File: config.mk
export PLATFORM = sky130hd
export DESIGN_NAME = note_source_arbiter
export DESIGN_NICKNAME = d
export VERILOG_FILES = /design/src/rtl/note_source_arbiter.sv
export SDC_FILE = /design/constraint.sdc
export NUM_CORES = 1
export LEC_CHECK = 0
export CORE_MARGIN = 2
export CORE_UTILIZATION = 45
export CTS_BUF_LIST = sky130_fd_sc_hd__clkbuf_16
export DETAILED_ROUTE_END_ITERATION = 16
export PLACE_DENSITY = 0.76
export REMOVE_ABC_BUFFERS = 1
export SLEW_MARGIN = 0
export SYNTH_ARGS = -nofsm -noshare
export SYNTH_HDL_FRONTEND = slang
export SYNTH_SLANG_ARGS = --single-unit
File: constraint.sdc
create_clock -name clk -period 2.8 [get_ports clk]
set_input_delay 0.28 -clock clk [delete_from_list [all_inputs] [get_ports clk]]
set_output_delay 0.28 -clock clk [all_outputs]
set_load 0.02 [all_outputs]
File: src/rtl/note_source_arbiter.sv
// Shares the tone generator between live keys and NUM_SONGS song players; `NOTE_ARB_PLAYLIST_EN adds song_done auto-advance.
// Latency: key_on/key are registered, one cycle behind the selected source; song_rst decodes combinationally from state.
// Backpressure: none; live input preempts auto-play at once and every unselected player is held in reset.
module note_source_arbiter #(
    parameter int NUM_SONGS        = 4,
    parameter int SEL_W            = 2,
    parameter int GAP_CYCLES       = 5000000,
    parameter int LIVE_HOLD_CYCLES = 200000000
) (
    input  logic                   clk,
    input  logic                   rst,
    input  logic                   live_on,
    input  logic [3:0]             live_key,
    input  logic                   auto_en,
    input  logic [SEL_W-1:0]       song_sel,
    input  logic [NUM_SONGS-1:0]   song_on,
    input  logic [4*NUM_SONGS-1:0] song_key,
`ifdef NOTE_ARB_PLAYLIST_EN
    input  logic [NUM_SONGS-1:0]   song_done,
`endif
    output logic [NUM_SONGS-1:0]   song_rst,
    output logic                   key_on,
    output logic [3:0]             key,
    output logic [1:0]             state_o,
    output logic [SEL_W-1:0]       active_song
);

    localparam int CNT_MAX = (GAP_CYCLES > LIVE_HOLD_CYCLES) ? GAP_CYCLES : LIVE_HOLD_CYCLES;
    localparam int CNT_W   = $clog2(CNT_MAX + 1);
    localparam logic [CNT_W-1:0] GAP_LAST  = CNT_W'(GAP_CYCLES - 1);
    localparam logic [CNT_W-1:0] HOLD_LAST = CNT_W'(LIVE_HOLD_CYCLES - 1);

    typedef enum logic [1:0] {
        S_IDLE = 2'd0,
        S_LIVE = 2'd1,
        S_GAP  = 2'd2,
        S_AUTO = 2'd3
    } state_t;

    state_t           state_q, state_d;
    logic [CNT_W-1:0] gap_cnt_q, gap_cnt_d;
    logic [CNT_W-1:0] hold_cnt_q, hold_cnt_d;
    logic [SEL_W-1:0] active_q, active_d;
    logic             key_on_q, key_on_d;
    logic [3:0]       key_q, key_d;

    logic [SEL_W-1:0] sel_clamped;
    logic [SEL_W-1:0] pick;
    logic             reselect;
    logic             sel_on;
    logic [3:0]       sel_key;

    function automatic logic [CNT_W-1:0] sat_inc(input logic [CNT_W-1:0] v);
        return (&v) ? v : v + 1'b1;
    endfunction

    // Out-of-range selections fall back to song 0.
    assign sel_clamped = (32'(song_sel) < 32'(NUM_SONGS)) ? song_sel : '0;

`ifdef NOTE_ARB_PLAYLIST_EN
    logic [SEL_W-1:0] sel_prev_q;
    logic [SEL_W-1:0] target_q, target_d, target_upd;
    logic [SEL_W-1:0] next_song;
    logic             sel_chg;
    logic             done_now;

    // song_sel only steers the playlist when the switch itself moves.
    assign sel_chg    = (song_sel != sel_prev_q);
    assign target_upd = sel_chg ? sel_clamped : target_q;
    assign pick       = target_upd;
    assign reselect   = sel_chg && (sel_clamped != active_q);
    assign next_song  = (active_q == SEL_W'(NUM_SONGS - 1)) ? '0 : active_q + 1'b1;
`else
    assign pick       = sel_clamped;
    assign reselect   = (sel_clamped != active_q);
`endif

    always_comb begin
        sel_on   = 1'b0;
        sel_key  = 4'd0;
        song_rst = '1;
`ifdef NOTE_ARB_PLAYLIST_EN
        done_now = 1'b0;
`endif
        for (int i = 0; i < NUM_SONGS; i++) begin
            if (active_q == SEL_W'(i)) begin
                sel_on  = song_on[i];
                sel_key = song_key[4*i +: 4];
`ifdef NOTE_ARB_PLAYLIST_EN
                done_now = song_done[i];
`endif
                if (state_q == S_AUTO) begin
                    song_rst[i] = 1'b0;
                end
            end
        end
    end

    always_comb begin
        state_d    = state_q;
        gap_cnt_d  = gap_cnt_q;
        hold_cnt_d = '0;
        active_d   = active_q;
        key_on_d   = 1'b0;
        key_d      = key_q;
`ifdef NOTE_ARB_PLAYLIST_EN
        target_d   = target_upd;
`endif
        case (state_q)
            S_IDLE: begin
                if (live_on) begin
                    state_d = S_LIVE;
                end else if (auto_en) begin
                    state_d   = S_GAP;
                    gap_cnt_d = '0;
                end
            end
            S_LIVE: begin
                key_on_d = live_on;
                key_d    = live_key;
                if (live_on) begin
                    hold_cnt_d = '0;
                end else if (hold_cnt_q == HOLD_LAST) begin
                    state_d   = auto_en ? S_GAP : S_IDLE;
                    gap_cnt_d = '0;
                end else begin
                    hold_cnt_d = sat_inc(hold_cnt_q);
                end
            end
            S_GAP: begin
                if (live_on) begin
                    state_d = S_LIVE;
                end else if (!auto_en) begin
                    state_d = S_IDLE;
                end else if (gap_cnt_q == GAP_LAST) begin
                    state_d  = S_AUTO;
                    active_d = pick;
                end else begin
                    gap_cnt_d = sat_inc(gap_cnt_q);
                end
            end
            default: begin
                // Any exit from AUTO silences the output on the following cycle.
                if (live_on) begin
                    state_d = S_LIVE;
                end else if (!auto_en) begin
                    state_d = S_IDLE;
                end else if (reselect) begin
                    state_d   = S_GAP;
                    gap_cnt_d = '0;
`ifdef NOTE_ARB_PLAYLIST_EN
                end else if (done_now) begin
                    state_d   = S_GAP;
                    gap_cnt_d = '0;
                    target_d  = next_song;
`endif
                end else begin
                    key_on_d = sel_on;
                    key_d    = sel_key;
                end
            end
        endcase
    end

    always_ff @(posedge clk or posedge rst) begin
        if (rst) begin
            state_q    <= S_IDLE;
            gap_cnt_q  <= '0;
            hold_cnt_q <= '0;
            active_q   <= '0;
            key_on_q   <= 1'b0;
            key_q      <= 4'd0;
        end else begin
            state_q    <= state_d;
            gap_cnt_q  <= gap_cnt_d;
            hold_cnt_q <= hold_cnt_d;
            active_q   <= active_d;
            key_on_q   <= key_on_d;
            key_q      <= key_d;
        end
    end

`ifdef NOTE_ARB_PLAYLIST_EN
    always_ff @(posedge clk or posedge rst) begin
        if (rst) begin
            sel_prev_q <= '0;
            target_q   <= '0;
        end else begin
            sel_prev_q <= song_sel;
            target_q   <= target_d;
        end
    end
`endif

    assign key_on      = key_on_q;
    assign key         = key_q;
    assign state_o     = state_q;
    assign active_song = active_q;

endmodule

==> impl_metrics.env <==
export IMPL_crit_path_max_fanout=14
export IMPL_avgSynthCellArea_um2=9.05
export IMPL_multi_input_area_um2=2090
export IMPL_nNetsFinal=508
export IMPL_power_switching_mw=0.486
export IMPL_internal_power_mw=1.71
export IMPL_areaGrowthSynthToFinish_pct=22.7
export IMPL_synth_cell_types=46
export IMPL_skew_ns=0.00631
export IMPL_core_area_um2=8260
export IMPL_placementRows=33
export IMPL_ctsHoldBuffers=0
export IMPL_rsz0062_at_grt="no"
export IMPL_crit_chain="or4b_1 > nor4_1 > and4_1 > o211ai_2 > buf_4 > o31ai_1"
export IMPL_hold_viol=0
export IMPL_setup_viol=0
export IMPL_fillers=718
export IMPL_finalMaxSlewViolations=0
export IMPL_htreeDepth=3
export IMPL_routedWlPerCell_um=15.8
export IMPL_ys_flop_type="dfrtp_1"
export IMPL_cts_path_max_buffers=2
export IMPL_routed_wl_um=9260
export IMPL_grt_start_max_net_pins=66
export IMPL_grt_pass1_vias=3207
export IMPL_start_util_pct=46.6
export IMPL_cts_buffers=9
export IMPL_ctsResizeCount=0
export IMPL_synth_edf_count=0
export IMPL_slowest_delay_ns=0.57
export IMPL_synthCells=425
export IMPL_synth_async_reset_ratio_pct=100
export IMPL_power_frac_seq_pct=44.9
export IMPL_postRouteAntennaNets=0
export IMPL_final_area_um2=4720
export IMPL_io_pins=43
export IMPL_place_congestion=0.863
export IMPL_synth_seq_cells=65
export IMPL_cts_setup_buffers=0
export IMPL_tightest_slew_ns=0.863
export IMPL_clk_latency_ns=0.33
export IMPL_dr_total_vias=3531
export IMPL_cts_root_buf="clkbuf_16"
export IMPL_max_freq_mhz=398
export IMPL_period_minus_slack_ns=2.51
export IMPL_vdd_drop_max_mv=0.274
export IMPL_hpwl_um=6430
export IMPL_die_width_um=96.5
export IMPL_yosysSeqAreaShare_pct=42.3
export IMPL_required_ns=3.03
export IMPL_grt_use_total_pct=20.9
export IMPL_drive_above_1_share_pct=9.58
export IMPL_status="complete, no violations"
export IMPL_remaining_drc_errors=0
export IMPL_p_per_area_nw_per_um2=465
export IMPL_die_area_um2=9300
export IMPL_fin_setup_tns_ns=0
export IMPL_syn_cell_area_um2=3850
export IMPL_p_sw_share_pct=22.1
export IMPL_fin_crit_sh_pct=89.7
export IMPL_placed_area_um2=4440
export IMPL_grt_pass1_wl_um=15100
export IMPL_leakage_nw=1.84
export IMPL_first_pass_iters=5
export IMPL_slew_headroom_pct=42.5
export IMPL_vias_per_cell=6.04
export IMPL_clk_pin_slew_ns=0.06
export IMPL_crit_slowest_cell="or4b_1"
export IMPL_num_antenna_cells=0
export IMPL_maxCapViolations=0
export IMPL_power_frac_comb_pct=6.8
export IMPL_hold_path_class="input pin to async pin"
export IMPL_clock_power_share_pct=48.3
export IMPL_yosysWarnings=0
export IMPL_end_kind="flip-flop"
export IMPL_antenna_found_initial=0
export IMPL_seqCellArea_um2=1630
export IMPL_cts_sinks=65
export IMPL_io_buffers=42
export IMPL_drt_iter0_drc=230
export IMPL_arrival_ns=2.74
export IMPL_cts_tree="done"
export IMPL_crit_path_start_kind="flip-flop"
export IMPL_crit_type="flip-flop to flip-flop"
export IMPL_die_h_um=96.5
export IMPL_overflow=0
[sequential cells by signal (all words and copies together), names as in the netlist]
register and count:
gap_cnt_q 28, hold_cnt_q 28, key 4, key_on 1
state_o 2, active_song 2
[logic make-up (layout without fill, tap and decap cells)]
kind of cell             after synthesis  after routing  synth area share (%)
AO/OA/AOI/OAI                        103            103                  17.1
multiplexers                           9              9                  4.03
XOR/XNOR                              27             27                  6.15
buffers and inverters                 31             86                  3.38
adder cells (fa/ha/maj)                2              2                 0.651
flip-flops                            65             65                  42.3
AND/OR/NAND/NOR                      188            188                  26.4
[worst max-delay path: cells and delay by family, from the launching register on]
family / cells / cell delay (ns)
and+or+nand+nor: 3 / 1.16
AOI/OAI and AO/OA: 2 / 0.54
buffers and inverters: 1 / 0.29
DFF: 1 / 0.41
[final cells by class]
type | count | area share [%]
Timing Repair Buffer | 60 | 11.8
Multi-Input combinational cell | 329 | 44.3
Sequential cell | 65 | 34.5
Inverter | 11 | 0.875
Clock inverter | 6 | 1.09
Tap cell | 105 | 2.78
Clock buffer | 9 | 4.77
[synth_stat cells, types with 10 or more instances]
| cell | count | share of area, % |
|---|---|---|
| clkbuf_1 | 13 | 1.3 |
| o31ai_1 | 17 | 3.3 |
| nor2_1 | 44 | 4.3 |
| nand2_1 | 40 | 3.9 |
| o21ai_0 | 28 | 3.6 |
| a21oi_1 | 21 | 2.7 |
| inv_1 | 11 | 1.1 |
| nand4_1 | 17 | 2.8 |
| nand3_1 | 23 | 3.0 |
| a31oi_1 | 10 | 1.6 |
| dfrtp_1 | 65 | 42 |
| xor2_1 | 10 | 2.3 |
| xnor2_1 | 17 | 3.9 |
[final timing paths]
path / cells after the start / to / slack [ns] / startpoint
worst max-delay path: 6 / gap_cnt_q[7] / 0.29 / hold_cnt_q[9]
worst min-delay path: 3 / gap_cnt_q[6] / 0.51 / rst
worst max register to register: 6 / gap_cnt_q[7] / 0.29 / hold_cnt_q[9]
worst min register to register: 1 / gap_cnt_q[3] / 0.53 / gap_cnt_q[3]
max in group asynchronous: 3 / hold_cnt_q[26] / 1.75 / rst
min in group clk: 1 / gap_cnt_q[3] / 0.53 / gap_cnt_q[3]
[power groups by stage]
stage	clock [mW]	combinational (mW)	sequential [mW]
after global routing	1.13	0.168	0.987
after CTS	1.07	0.153	0.985
final	1.06	0.150	0.985
after floorplan	0	0.0677	1.00
after detailed placement	0	0.152	1.00
after global placement	0	0.147	0.999
[layer usage]
layer / global-route usage (%) / vias up / routed length, um
li1: - / 1696 / -
met1: 27.4 / 1696 / 4060
met2: 34.3 / 125 / 4390
met3: 4.03 / 14 / 669
met4: 7.63 / 0 / 138
met5: 0 / - / 0
[stage by stage]
step                      setup WS [ns]  hold slack [ns]  power [mW]  utilization (%)  instances
final                             0.288            0.513        2.20             57.2        585
after global routing             0.0919            0.546        2.28             57.2        585
after CTS                         0.298            0.527        2.21             57.2        585
after detailed placement          0.313            0.515        1.15             53.8        570
after global placement            0.388            0.503        1.15             53.8        570
after floorplan                   0.442            0.432        1.07                -        405
[placed cells by master (no fill, tap or decap), types with 3 or more instances in the layout]
cell type / count
nor4_2: 4
clkbuf_16: 9
nor3_1: 6
or3_1: 4
mux4_2: 5
dfrtp_1: 65
and3_1: 8
nor4_1: 7
nor4b_1: 3
a21oi_1: 21
clkdlybuf4s50_1: 42
xor2_1: 10
buf_4: 18
nand3_1: 23
nor2_1: 44
and4_1: 9
o21ai_0: 28
inv_1: 11
a41oi_1: 5
nand4_1: 17
o22ai_1: 9
nand2b_1: 3
nor3b_1: 4
xnor2_1: 17
a31oi_1: 10
nor2b_1: 3
o41ai_1: 4
or4b_1: 3
and2_1: 4
nand2_1: 40
o31ai_1: 17
No activity file was read; power rests on OpenSTA's default activity.
